### src/rtl/lcd_pkg.sv
// Shared definitions for the HD44780-style LCD bus blocks (reader and writer).
package lcd_pkg;

   typedef enum logic [1:0] {
      ST_IDLE,
      ST_SETUP,
      ST_EN_HIGH,
      ST_RECOVER
   } lcd_state_t;

   localparam logic RS_INSTR = 1'b0;
   localparam logic RS_DATA  = 1'b1;
   localparam int   BF_BIT   = 7;

   // Instruction bytes shared with the command/text writer
   localparam logic [7:0] CMD_CLEAR       = 8'h01;
   localparam logic [7:0] CMD_HOME        = 8'h02;
   localparam logic [7:0] CMD_ENTRY_MODE  = 8'h06;
   localparam logic [7:0] CMD_DISPLAY_ON  = 8'h0C;
   localparam logic [7:0] CMD_FUNC_SET_8B = 8'h38;
   localparam logic [7:0] CMD_SET_DDRAM   = 8'h80;
   localparam logic [7:0] CMD_SET_CGRAM   = 8'h40;

   function automatic int max3(input int a, input int b, input int c);
      int m;
      m = (a > b) ? a : b;
      return (m > c) ? m : c;
   endfunction

endpackage

### src/rtl/lcd_phase_timer.sv
// Loadable down-counter; done is high while the count sits at zero.
module lcd_phase_timer #(
   parameter int W = 8
) (
   input  logic         clk,
   input  logic         reset,
   input  logic         load,
   input  logic [W-1:0] load_val,
   output logic         done
);

   logic [W-1:0] cnt;

   always_ff @(posedge clk) begin
      if (reset) begin
         cnt <= '0;
      end else if (load) begin
         cnt <= load_val;
      end else if (cnt != '0) begin
         cnt <= cnt - 1'b1;
      end
   end

   assign done = (cnt == '0);

endmodule

### src/rtl/lcd_bus_reader.sv
// Read side of the HD44780 8-bit bus: status/busy polling and DDRAM/CGRAM reads.
// Optional poll abandonment after POLL_MAX busy reads: define LCD_BUSY_TIMEOUT_EN.
module lcd_bus_reader #(
   parameter int DATA_BITS = 8,
   parameter int T_AS      = 4,
   parameter int T_PW      = 25,
   parameter int T_REC     = 50,
   parameter int POLL_MAX  = 65535
) (
   input  logic                 clk,
   input  logic                 reset,
   input  logic                 req_i,
   input  logic                 rs_sel_i,
   input  logic                 poll_i,
   output logic                 ready_o,
   output logic                 rd_valid_o,
   output logic [DATA_BITS-1:0] rd_data_o,
   output logic                 timeout_o,
   output logic                 lcd_rs,
   output logic                 lcd_rw,
   output logic                 lcd_en,
   input  logic [DATA_BITS-1:0] lcd_dat_i,
   output logic                 lcd_dat_oe
);

   import lcd_pkg::*;

   localparam int CW = $clog2(max3(T_AS, T_PW, T_REC)) + 1;

   lcd_state_t           state;
   logic                 rs_q;
   logic                 poll_q;
   logic [DATA_BITS-1:0] sample;
   logic                 tmr_load;
   logic [CW-1:0]        tmr_val;
   logic                 tmr_done;
   logic                 busy_poll;
   logic                 expire;
   logic                 reread;

`ifdef LCD_BUSY_TIMEOUT_EN
   localparam int PCW = $clog2(POLL_MAX + 1);
   // Counts status reads already finished in this request, excluding the current one
   logic [PCW-1:0] poll_cnt;
   assign expire = (poll_cnt == PCW'(POLL_MAX - 1));
`else
   assign expire = 1'b0;
`endif

   assign busy_poll  = poll_q && (rs_q == RS_INSTR) && sample[BF_BIT];
   assign reread     = busy_poll && !expire;
   assign lcd_dat_oe = 1'b0;

   // Timer reload at every phase transition, so each phase's first cycle sees N-1
   always_comb begin
      tmr_load = 1'b0;
      tmr_val  = '0;
      case (state)
         ST_IDLE: if (req_i) begin
            tmr_load = 1'b1;
            tmr_val  = CW'(T_AS - 1);
         end
         ST_SETUP: if (tmr_done) begin
            tmr_load = 1'b1;
            tmr_val  = CW'(T_PW - 1);
         end
         ST_EN_HIGH: if (tmr_done) begin
            tmr_load = 1'b1;
            tmr_val  = CW'(T_REC - 1);
         end
         ST_RECOVER: if (tmr_done && reread) begin
            tmr_load = 1'b1;
            tmr_val  = CW'(T_AS - 1);
         end
         default: ;
      endcase
   end

   lcd_phase_timer #(.W(CW)) u_timer (
      .clk      (clk),
      .reset    (reset),
      .load     (tmr_load),
      .load_val (tmr_val),
      .done     (tmr_done)
   );

   always_ff @(posedge clk) begin
      if (reset) begin
         state      <= ST_IDLE;
         ready_o    <= 1'b1;
         rd_valid_o <= 1'b0;
         timeout_o  <= 1'b0;
         rd_data_o  <= '0;
         lcd_rs     <= 1'b0;
         lcd_rw     <= 1'b0;
         lcd_en     <= 1'b0;
         rs_q       <= 1'b0;
         poll_q     <= 1'b0;
         sample     <= '0;
`ifdef LCD_BUSY_TIMEOUT_EN
         poll_cnt   <= '0;
`endif
      end else begin
         rd_valid_o <= 1'b0;
         timeout_o  <= 1'b0;
         case (state)
            ST_IDLE: if (req_i) begin
               rs_q    <= rs_sel_i;
               poll_q  <= poll_i;
               lcd_rs  <= rs_sel_i;
               lcd_rw  <= 1'b1;
               ready_o <= 1'b0;
               state   <= ST_SETUP;
`ifdef LCD_BUSY_TIMEOUT_EN
               poll_cnt <= '0;
`endif
            end
            ST_SETUP: if (tmr_done) begin
               lcd_en <= 1'b1;
               state  <= ST_EN_HIGH;
            end
            ST_EN_HIGH: if (tmr_done) begin
               lcd_en <= 1'b0;
               sample <= lcd_dat_i;
               state  <= ST_RECOVER;
            end
            ST_RECOVER: if (tmr_done) begin
               if (reread) begin
                  state <= ST_SETUP;
`ifdef LCD_BUSY_TIMEOUT_EN
                  poll_cnt <= poll_cnt + 1'b1;
`endif
               end else begin
                  rd_data_o  <= sample;
                  rd_valid_o <= 1'b1;
                  timeout_o  <= busy_poll && expire;
                  ready_o    <= 1'b1;
                  lcd_rw     <= 1'b0;
                  state      <= ST_IDLE;
               end
            end
            default: state <= ST_IDLE;
         endcase
      end
   end

endmodule

### config.mk
export PLATFORM = sky130hd
export DESIGN_NAME = lcd_bus_reader
export DESIGN_NICKNAME = d
export VERILOG_FILES = /design/src/rtl/lcd_pkg.sv /design/src/rtl/lcd_phase_timer.sv /design/src/rtl/lcd_bus_reader.sv
export SDC_FILE = /design/constraint.sdc
export NUM_CORES = 1
export LEC_CHECK = 0
export CORE_MARGIN = 8
export CORE_UTILIZATION = 45
export DETAILED_ROUTE_END_ITERATION = 10
export PLACE_DENSITY = 0.71
export SKIP_LAST_GASP = 1
export SLEW_MARGIN = 20
export SYNTH_ARGS = -nofsm -noshare
export SYNTH_HDL_FRONTEND = slang
export SYNTH_SLANG_ARGS = --single-unit
### constraint.sdc
create_clock -name clk -period 3.47 [get_ports clk]
set_input_delay 0.694 -clock clk [delete_from_list [all_inputs] [get_ports clk]]
set_output_delay 0.694 -clock clk [all_outputs]
set_load 0.005 [all_outputs]
==> run_results.csv, run 1 <==
group,metric,value,unit
outcome,status,"complete, no violations",
clock_network,cts_resized,0,
clock_network,cts_tree,"done",
critical_path,critPathBufInv,1,
drt,ant_nets,0,
drt,drtIter0Drc,85,
synth,ys_dominant_reg_cell,"dfxtp_1",
worst_hold_path,min_path_cells,2,
synth,synth_edf_count,0,
finish,fin_nets,219,
clock_network,root_buffer,"clkbuf_4",
finish,area_growth,24.4,%
synth,syn_inst,172,
run,cap_violations,0,
drt,dr.pass1.iters,4,
finish,n_antenna_cell,0,
placed_design,io_buffers,25,
floorplan,num_rows,21,
synth,synth_cell_type_count,43,
floorplan,ios,28,
synth,ys_seq_elements,31,
sta,hold_violations,0,
finish,drive_above_1_share,8.50,%
synth,ys_async_sr_fraction,0,%
grt,overflow,0,
clock_network,cts.sinks,31,
placed_design,dp_slack,1410,ps
synth,yosys-top-cells-area,"dfxtp_1 (41%), mux2i_1 (5.9%), ha_1 (5.7%)",
placed_design,place_hpwl,2560,um
critical_path,critPathLaunchType,"flop",
drt,vias_per_cell,5.35,
synth,synth_area_per_cell,8.89,sq um
grt,grt_max_degree,21,
worst_hold_path,holdCritPathClass,"flop to flop",
grt,grt_usage,14.2,%
power_and_ir_drop,p_total,1.52,mW
critical_path,cp_slowest_cell,"o2111ai_2",
power_and_ir_drop,swShare,41.0,%
clock_network,h-tree-depth,2,
sta,setup_slack,1420,ps
power_and_ir_drop,combPwrFrac,47.7,%
grt,grt_pass1_vias,1285,
critical_path,crit_chain,"inv_1 > ha_1 > nor2b_1 > o2111ai_2 > nor2b_1 > a311oi_1",
drt,vias,1315,
placed_design,gp_congestion,0.883,
synth,syn-cell-area,0.00153,sq mm
drt,drt-wirelength-per-cell,14.5,um
sta,rsz0062_at_grt,"false",
sta,holdWs,463,ps
sta,fmax,0.487,GHz
floorplan,core,0.00331,sq mm
critical_path,critPathCaptureType,"flop",
critical_path,cpMostUsedCell,"nor2b_1",
floorplan,dieArea,0.00552,sq mm
clock_network,cts_buffers,5,
synth,synth_area_leader_cell,"dfxtp_1",
sta,min_period,2050,ps
power_and_ir_drop,p_seq_share,32.7,%
grt,antenna_found_initial,0,
critical_path,cp_max_fo,9,
drt,drc_errors,0,
finish,final_common_cell,"dfxtp_1",
critical_path,path_depth,6,
drt,routed_wl,3570,um
critical_path,worst_path_largest_cell_delay,450,ps
power_and_ir_drop,powerDensity,799,mW/mm^2
power_and_ir_drop,p_clk_share,19.6,%
clock_network,clk_latency,340,ps
clock_network,clk_pin_slew,110,ps
critical_path,critPathTopFamily,"compound AO/OA/AOI/OAI gates",
sta,post-route-period-util,59.2,%
critical_path,arrival,2290,ps
power_and_ir_drop,ir_drop,551,uV
floorplan,die_h,74.3,um
worst_hold_path,min_from,"sample[6]",
finish,final_cell_mix,"dfxtp_1 (31), clkdlybuf4s50_1 (25), nand2_1 (21)",
critical_path,required,3710,ps
clock_network,cts_buffer_depth,2,
critical_path,rr_worst_depth,6,
grt,grt_pass1_wl,6040,um
sta,fin_skew,13.7,ps
critical_path,path_class,"flop to flop",
synth,yosysSeqAreaShare,40.6,%
critical_path,r2r-end,"rd_data_o[7]",
sta,final.setup.tns,0,ps
floorplan,die_x,74.3,um
power_and_ir_drop,power_switching,622,uW
sta,maxSlewViolCount,0,
synth,yosysWarnings,0,
sta,finalSetupViolCount,0,
power_and_ir_drop,power_leakage,0.742,nW
critical_path,rrSetupSlack,1420,ps
synth,synth_top_area_share,40.6,%
sta,tightest_slew,647,ps
floorplan,floorplan.initialDensity,46.2,%
power_and_ir_drop,intPower,897,uW
sta,slew_headroom,56.9,%
clock_network,cts_hold_buf,0,
clock_network,post-cts-setup-buffer-count,0,
worst_hold_path,hold_end,"sample[6]",
critical_path,r2r-start,"u_timer.cnt[0]",
## layout make-up
cell class | count | area (sq um)
inverters | 9 | 33.8
flip-flops and latches | 31 | 621
repair buffers | 27 | 265
multi-input cells | 125 | 838
clock buffers | 6 | 51.3
well taps | 46 | 57.6
clock inverters | 2 | 35.0
fillers | 314 | 1410
## registers in the layout (all words and copies together) (netlist names)
| signal | count |
|---|---|
| lcd_rw | 1 |
| rs_q | 1 |
| rd_data_o | 8 |
| sample | 8 |
| rd_valid_o | 1 |
| state | 2 |
| poll_q | 1 |
| u_timer.cnt | 7 |
| lcd_en | 1 |
| ready_o | 1 |
## cells by family (layout without fill, tap and decap cells)
kind of cell	count (synthesis)	in the layout	synth area share, %
simple gates	67	67	22.6
compound gates	37	37	18.3
flops	31	31	40.6
buf+inv	17	44	4.83
mux	10	10	6.63
fa+ha+maj	7	7	5.73
xor+xnor	2	2	1.15
other cells	1	2	0.245
## layer usage
layer,global-route usage [%],routed length (um),vias to the layer above
li1,-,-,664
met4,6.09,45,0
met3,4.04,219,5
met1,17.8,1640,611
met2,22.1,1660,35
met5,0,0,-
## per-stage QoR
stage / utilization, % / instance area, sq um / instances
after CTS: 57.4 / 1900 / 246
final: 57.4 / 1900 / 246
after global routing: 57.4 / 1900 / 246
after global placement: 54.8 / 1820 / 238
after detailed placement: 54.8 / 1820 / 238
after floorplan: - / 1530 / 173
## cell usage after synthesis, types with 2 or more instances
cell type,n
o31a_1,2
nor3_1,3
clkbuf_1,4
nand2_1,21
dfxtp_1,31
a211oi_1,4
nor3b_1,2
buf_4,2
nor2b_1,3
or3_1,2
a21oi_1,14
nand3_1,13
nor2_1,13
nand2b_1,3
buf_2,2
o21ai_0,2
o31ai_1,2
inv_1,9
ha_1,7
a311oi_1,2
mux2i_1,9
## worst max path at each step
stage	slack, ps	endpoint	startpoint
final	1420	rd_data_o[7]	u_timer.cnt[0]
after floorplan	1610	u_timer.cnt[0]	state[0]
after global placement	1470	u_timer.cnt[0]	state[0]
after detailed placement	1410	ready_o	req_i
after global routing	1240	rd_data_o[7]	u_timer.cnt[0]
after CTS	1410	rd_data_o[7]	u_timer.cnt[0]
## power by group through the flow
stage	Clock, mW	Sequential (mW)	Combinational [mW]
after global routing	0.325	0.507	0.809
after detailed placement	0	0.504	0.709
final	0.297	0.497	0.725
after global placement	0	0.499	0.689
after floorplan	0	0.490	0.539
after CTS	0.307	0.496	0.719
## worst reg2reg max path: stages (launching register included)
cell and delay (ps):
dfxtp_1 350, inv_1 100, ha_1 190, nor2b_1 370
o2111ai_2 460, nor2b_1 270, a311oi_1 220
No activity file was read; power rests on OpenSTA's default activity.
==> run 2, diff against run 1 <==
==> constraint.sdc (replaced) <==
create_clock -name clk -period 2.1 [get_ports clk]
set_input_delay 0.42 -clock clk [delete_from_list [all_inputs] [get_ports clk]]
set_output_delay 0.42 -clock clk [all_outputs]
set_load 0.005 [all_outputs]
==> run_results.csv, run 2 (synthesized netlist as in run 1, its figures left out) <==
group,metric,value,unit
drt,drt-wirelength-per-cell,15.2,um
finish,final_cell_mix,"dfxtp_1 (31), clkdlybuf4s50_1 (25), nand2_1 (21)",
grt,gr-usage-met3,3.91,%
critical_path,r2r-start,"state[0]",
clock_network,cts_hold_buf,0,
worst_hold_path,hold_end,"sample[1]",
finish,n_antenna_cell,0,
critical_path,path_class,"flop to flop",
floorplan,num_rows,21,
finish,fin_util,58.6,%
clock_network,h-tree-depth,2,
clock_network,clk_pin_slew,110,ps
finish,top_regs,"rd_data_o (8), sample (8), u_timer.cnt (7)",
sta,finalSetupViolCount,0,
sta,final.setup.tns,0,ps
worst_hold_path,holdCritPathClass,"flop to flop",
clock_network,cts_buffers,5,
floorplan,die_h,74.3,um
critical_path,rrSetupSlack,140,ps
sta,hold_violations,0,
power_and_ir_drop,ir_drop,662,uV
grt,grt_pass1_wl,6210,um
clock_network,clk_latency,330,ps
floorplan,core,0.00331,sq mm
finish,fin_nets,224,
critical_path,arrival,2190,ps
sta,rsz0062_at_grt,"false",
placed_design,io_buffers,25,
floorplan,die_x,74.3,um
placed_design,gp_congestion,0.901,
grt,overflow,0,
critical_path,critPathBufInv,0,
floorplan,dieArea,0.00552,sq mm
clock_network,cts.sinks,31,
sta,post-route-period-util,93.4,%
power_and_ir_drop,power_leakage,0.766,nW
critical_path,rr_worst_depth,5,
clock_network,post-cts-setup-buffer-count,0,
critical_path,r2r-end,"u_timer.cnt[0]",
outcome,status,"complete, no violations",
finish,instances_no_fill,251,
power_and_ir_drop,p_total,2.58,mW
critical_path,cp_slowest_cell,"a2111oi_4",
drt,dr.pass1.iters,4,
grt,grt_max_degree,23,
finish,final_common_cell,"dfxtp_1",
critical_path,critPathTopFamily,"compound AO/OA/AOI/OAI gates",
grt,met1_usage,17.1,%
critical_path,critPathLaunchType,"flop",
clock_network,root_buffer,"clkbuf_4",
critical_path,critPathCaptureType,"flop",
placed_design,place_area,0.00185,sq mm
clock_network,cts_tree,"done",
drt,drc_errors,0,
drt,drtIter0Drc,61,
placed_design,dp.cells,243,
finish,drive_above_1_share,10.7,%
grt,grt_usage,14.5,%
finish,final_cell_area,0.00194,sq mm
drt,vias,1365,
grt,antenna_found_initial,0,
floorplan,floorplan.initialDensity,46.2,%
worst_hold_path,min_from,"sample[1]",
grt,grt_pass1_vias,1332,
clock_network,cts_resized,0,
drt,vias_per_cell,5.44,
sta,maxSlewViolCount,0,
critical_path,worst_path_largest_cell_delay,490,ps
clock_network,cts_buffer_depth,2,
critical_path,crit_chain,"ha_1 > nand4b_1 > a2111oi_4 > mux2i_1 > a31oi_1",
sta,min_period,1960,ps
worst_hold_path,min_path_cells,2,
drt,routed_wl,3820,um
critical_path,cp_max_fo,8,
floorplan,ios,28,
drt,ant_nets,0,
power_and_ir_drop,powerDensity,1330,mW/mm^2
finish,area_growth,26.8,%
sta,fin_skew,15.6,ps
placed_design,place_hpwl,2830,um
critical_path,required,2330,ps
sta,fmax,0.510,GHz
run,cap_violations,0,
grt,globalRoute.busiestLayer,"met2",
grt,grtUsageMet2,24.1,%
-- run 2: cell types whose count changed in the layout (fill, tap and decap cells not counted) --
cell   delta
buf_4     +5
-- run 2: worst max-delay path by stage --
| stage | slack [ps] | end | start | cells past startpoint |
|---|---|---|---|---|
| 2_1_floorplan | 240 | u_timer.cnt[0] | state[0] | 6 |
| 3_3_place_gp | 290 | u_timer.cnt[0] | state[0] | 5 |
| 3_5_place_dp | 210 | u_timer.cnt[0] | state[0] | 5 |
| 4_1_cts | 160 | u_timer.cnt[0] | state[0] | 5 |
| 5_1_grt | 2 | u_timer.cnt[0] | state[0] | 5 |
| 6_report | 140 | u_timer.cnt[0] | state[0] | 5 |
-- run 2: report_power, final --
| part | internal, mW | switching [mW] | total [mW] | leakage [nW] |
|---|---|---|---|---|
| Sequential | 0.701 | 0.126 | 0.827 | 0.252 |
| Clock | 0.281 | 0.213 | 0.494 | 0.0482 |
| Combinational | 0.545 | 0.716 | 1.26 | 0.465 |
-- run 2: final cells by class --
cell class | count | area, sq um
clock buffer | 6 | 51.3
clock inverter | 2 | 35.0
fill | 310 | 1370
inverter | 9 | 33.8
multi-input combinational | 125 | 838
sequential | 31 | 621
tap | 46 | 57.6
timing repair buffer | 32 | 303
-- run 2: through the flow --
step,hold slack [ps],worst slack (ps)
2_1_floorplan,436,241
3_3_place_gp,442,285
3_5_place_dp,449,206
4_1_cts,464,161
5_1_grt,481,2.02
6_report,460,139
-- run 2: worst register-to-register path: cells and delay by family, from the launching register on --
kind                       cells  cell delay (ps)
and+or+nand+nor                1              240
adders and majority gates      1              350
DFF                            1              430
AOI/OAI and AO/OA              2              590
muxes                          1              250
-- run 2: layer usage --
metal  vias to the layer above  share of wire (%)
met3                         8                6.1
met5                         -                  0
met1                       640                 43
li1                        672                  -
met2                        45                 50
met4                         0                1.6
==> run 3, diff against run 2 <==
--- a/config.mk
+++ b/config.mk
@@ -5,10 +5,13 @@
 export SDC_FILE = /design/constraint.sdc
 export NUM_CORES = 1
 export LEC_CHECK = 0
+export CELL_PAD_IN_SITES_DETAIL_PLACEMENT = 0
+export CELL_PAD_IN_SITES_GLOBAL_PLACEMENT = 1
 export CORE_MARGIN = 8
-export CORE_UTILIZATION = 45
+export CORE_UTILIZATION = 38
 export DETAILED_ROUTE_END_ITERATION = 10
-export PLACE_DENSITY = 0.71
+export GPL_ROUTABILITY_DRIVEN = 0
+export PLACE_DENSITY = 0.78
 export SKIP_LAST_GASP = 1
 export SLEW_MARGIN = 20
 export SYNTH_ARGS = -nofsm -noshare
==> run_results.csv, run 3 (synthesized netlist as in run 1, its figures left out) <==
group,metric,value,unit
sta,final.setup.tns,0,ps
grt,antenna_found_initial,0,
critical_path,cp_max_fo,5,
finish,area_growth,30.2,%
sta,rsz0062_at_grt,"false",
clock_network,clk_pin_slew,70,ps
drt,dr.pass1.iters,4,
drt,drc_errors,0,
run,cap_violations,0,
finish,top_regs,"rd_data_o (8), sample (8), u_timer.cnt (7)",
drt,vias,1372,
outcome,status,"complete, no violations",
drt,drt-wirelength-per-cell,14.7,um
sta,fmax,0.530,GHz
finish,fill_cells,364,
finish,n_antenna_cell,0,
grt,grt_pass1_vias,1226,
floorplan,core,0.00394,sq mm
power_and_ir_drop,powerDensity,1350,mW/mm^2
critical_path,arrival,2050,ps
worst_hold_path,holdCritPathClass,"flop to flop",
floorplan,ios,28,
sta,min_period,1890,ps
critical_path,critPathCaptureType,"flop",
critical_path,critPathLaunchType,"flop",
finish,fin_util,50.5,%
floorplan,die_x,79.4,um
power_and_ir_drop,p_total,2.69,mW
power_and_ir_drop,p_seq_share,30.5,%
drt,drtIter0Drc,72,
clock_network,cts_resized,0,
clock_network,clk_latency,280,ps
clock_network,cts.sinks,31,
clock_network,cts_hold_buf,0,
power_and_ir_drop,p_clk_share,22.8,%
placed_design,place_area,0.00187,sq mm
grt,grt_max_degree,17,
sta,maxSlewViolCount,0,
finish,fin_nets,226,
power_and_ir_drop,combPwrFrac,46.7,%
critical_path,path_class,"flop to flop",
finish,final_cell_mix,"dfxtp_1 (31), clkdlybuf4s50_1 (25), nand2_1 (21)",
power_and_ir_drop,power_switching,1.05,mW
floorplan,dieArea,0.00631,sq mm
floorplan,die_h,79.4,um
grt,overflow,0,
clock_network,root_buffer,"clkbuf_8",
critical_path,required,2270,ps
sta,finalSetupViolCount,0,
clock_network,cts_buffer_depth,2,
finish,multi_input_area,838,sq um
sta,post-route-period-util,89.8,%
grt,grt_usage,11.8,%
floorplan,floorplan.initialDensity,38.8,%
finish,final_cell_area,0.00199,sq mm
finish,final_common_cell,"dfxtp_1",
clock_network,post-cts-setup-buffer-count,0,
clock_network,cts_tree,"done",
floorplan,num_rows,23,
drt,routed_wl,3790,um
power_and_ir_drop,power_leakage,0.789,nW
sta,hold_violations,0,
drt,vias_per_cell,5.34,
sta,holdWs,458,ps
placed_design,place_hpwl,2890,um
drt,ant_nets,0,
clock_network,cts_buffers,5,
power_and_ir_drop,ir_drop,756,uV
finish,drive_above_1_share,11.6,%
sta,fin_skew,4.81,ps
grt,grt_pass1_wl,5850,um
finish,seq_area,621,sq um
power_and_ir_drop,intPower,1.64,mW
power_and_ir_drop,swShare,39.1,%
placed_design,io_buffers,25,
clock_network,h-tree-depth,2,
[run 3: changes by cell type in the layout (fill, tap and decap cells not counted), sizes merged]
cell | before | now
buf | 7 | 9
[run 3: cell type report]
class	count	share of cell area (%)
Clock buffer	6	4.15
Sequential cell	31	31.2
Tap cell	50	3.14
Multi-Input combinational cell	125	42.1
Inverter	9	1.70
Clock inverter	2	1.76
Timing Repair Buffer	34	16.0
[run 3: stage by stage]
step,cells,setup slack [ps]
6_report,257,213
4_1_cts,257,226
3_3_place_gp,249,272
3_5_place_dp,249,237
5_1_grt,257,89.0
2_1_floorplan,173,241
[run 3: worst paths after layout]
check / start / endpoint / slack [ps] / depth (start not counted)
setup reg to reg: state[0] / u_timer.cnt[0] / 210 / 5
setup / recovery: state[0] / u_timer.cnt[0] / 210 / 5
hold / removal: sample[3] / sample[3] / 460 / 2
hold reg to reg: sample[3] / sample[3] / 460 / 2
[run 3: per-layer routing]
metal  global-route usage (%)  routed length, um  vias up
li1                         -                  -      677
met1                     14.2               1710      659
met2                     19.2               1830       31
met3                     3.83                198        5
met4                     3.89                 49        0
met5                        0                  0        -
[run 3: power by group through the flow]
stage / clock [mW] / sequential [mW] / combinational (mW)
after CTS: 0.627 / 0.818 / 1.25
final: 0.612 / 0.821 / 1.26
after global routing: 0.663 / 0.836 / 1.37
after floorplan: 0 / 0.810 / 0.891
after detailed placement: 0 / 0.831 / 1.24
after global placement: 0 / 0.827 / 1.22
[run 3: critical path: stages (launching register included)]
cell       delay (ps)
dfxtp_1           400
ha_1              210
nand4b_1          270
a2111oi_4         550
mux2i_1           230
a31oi_1           100
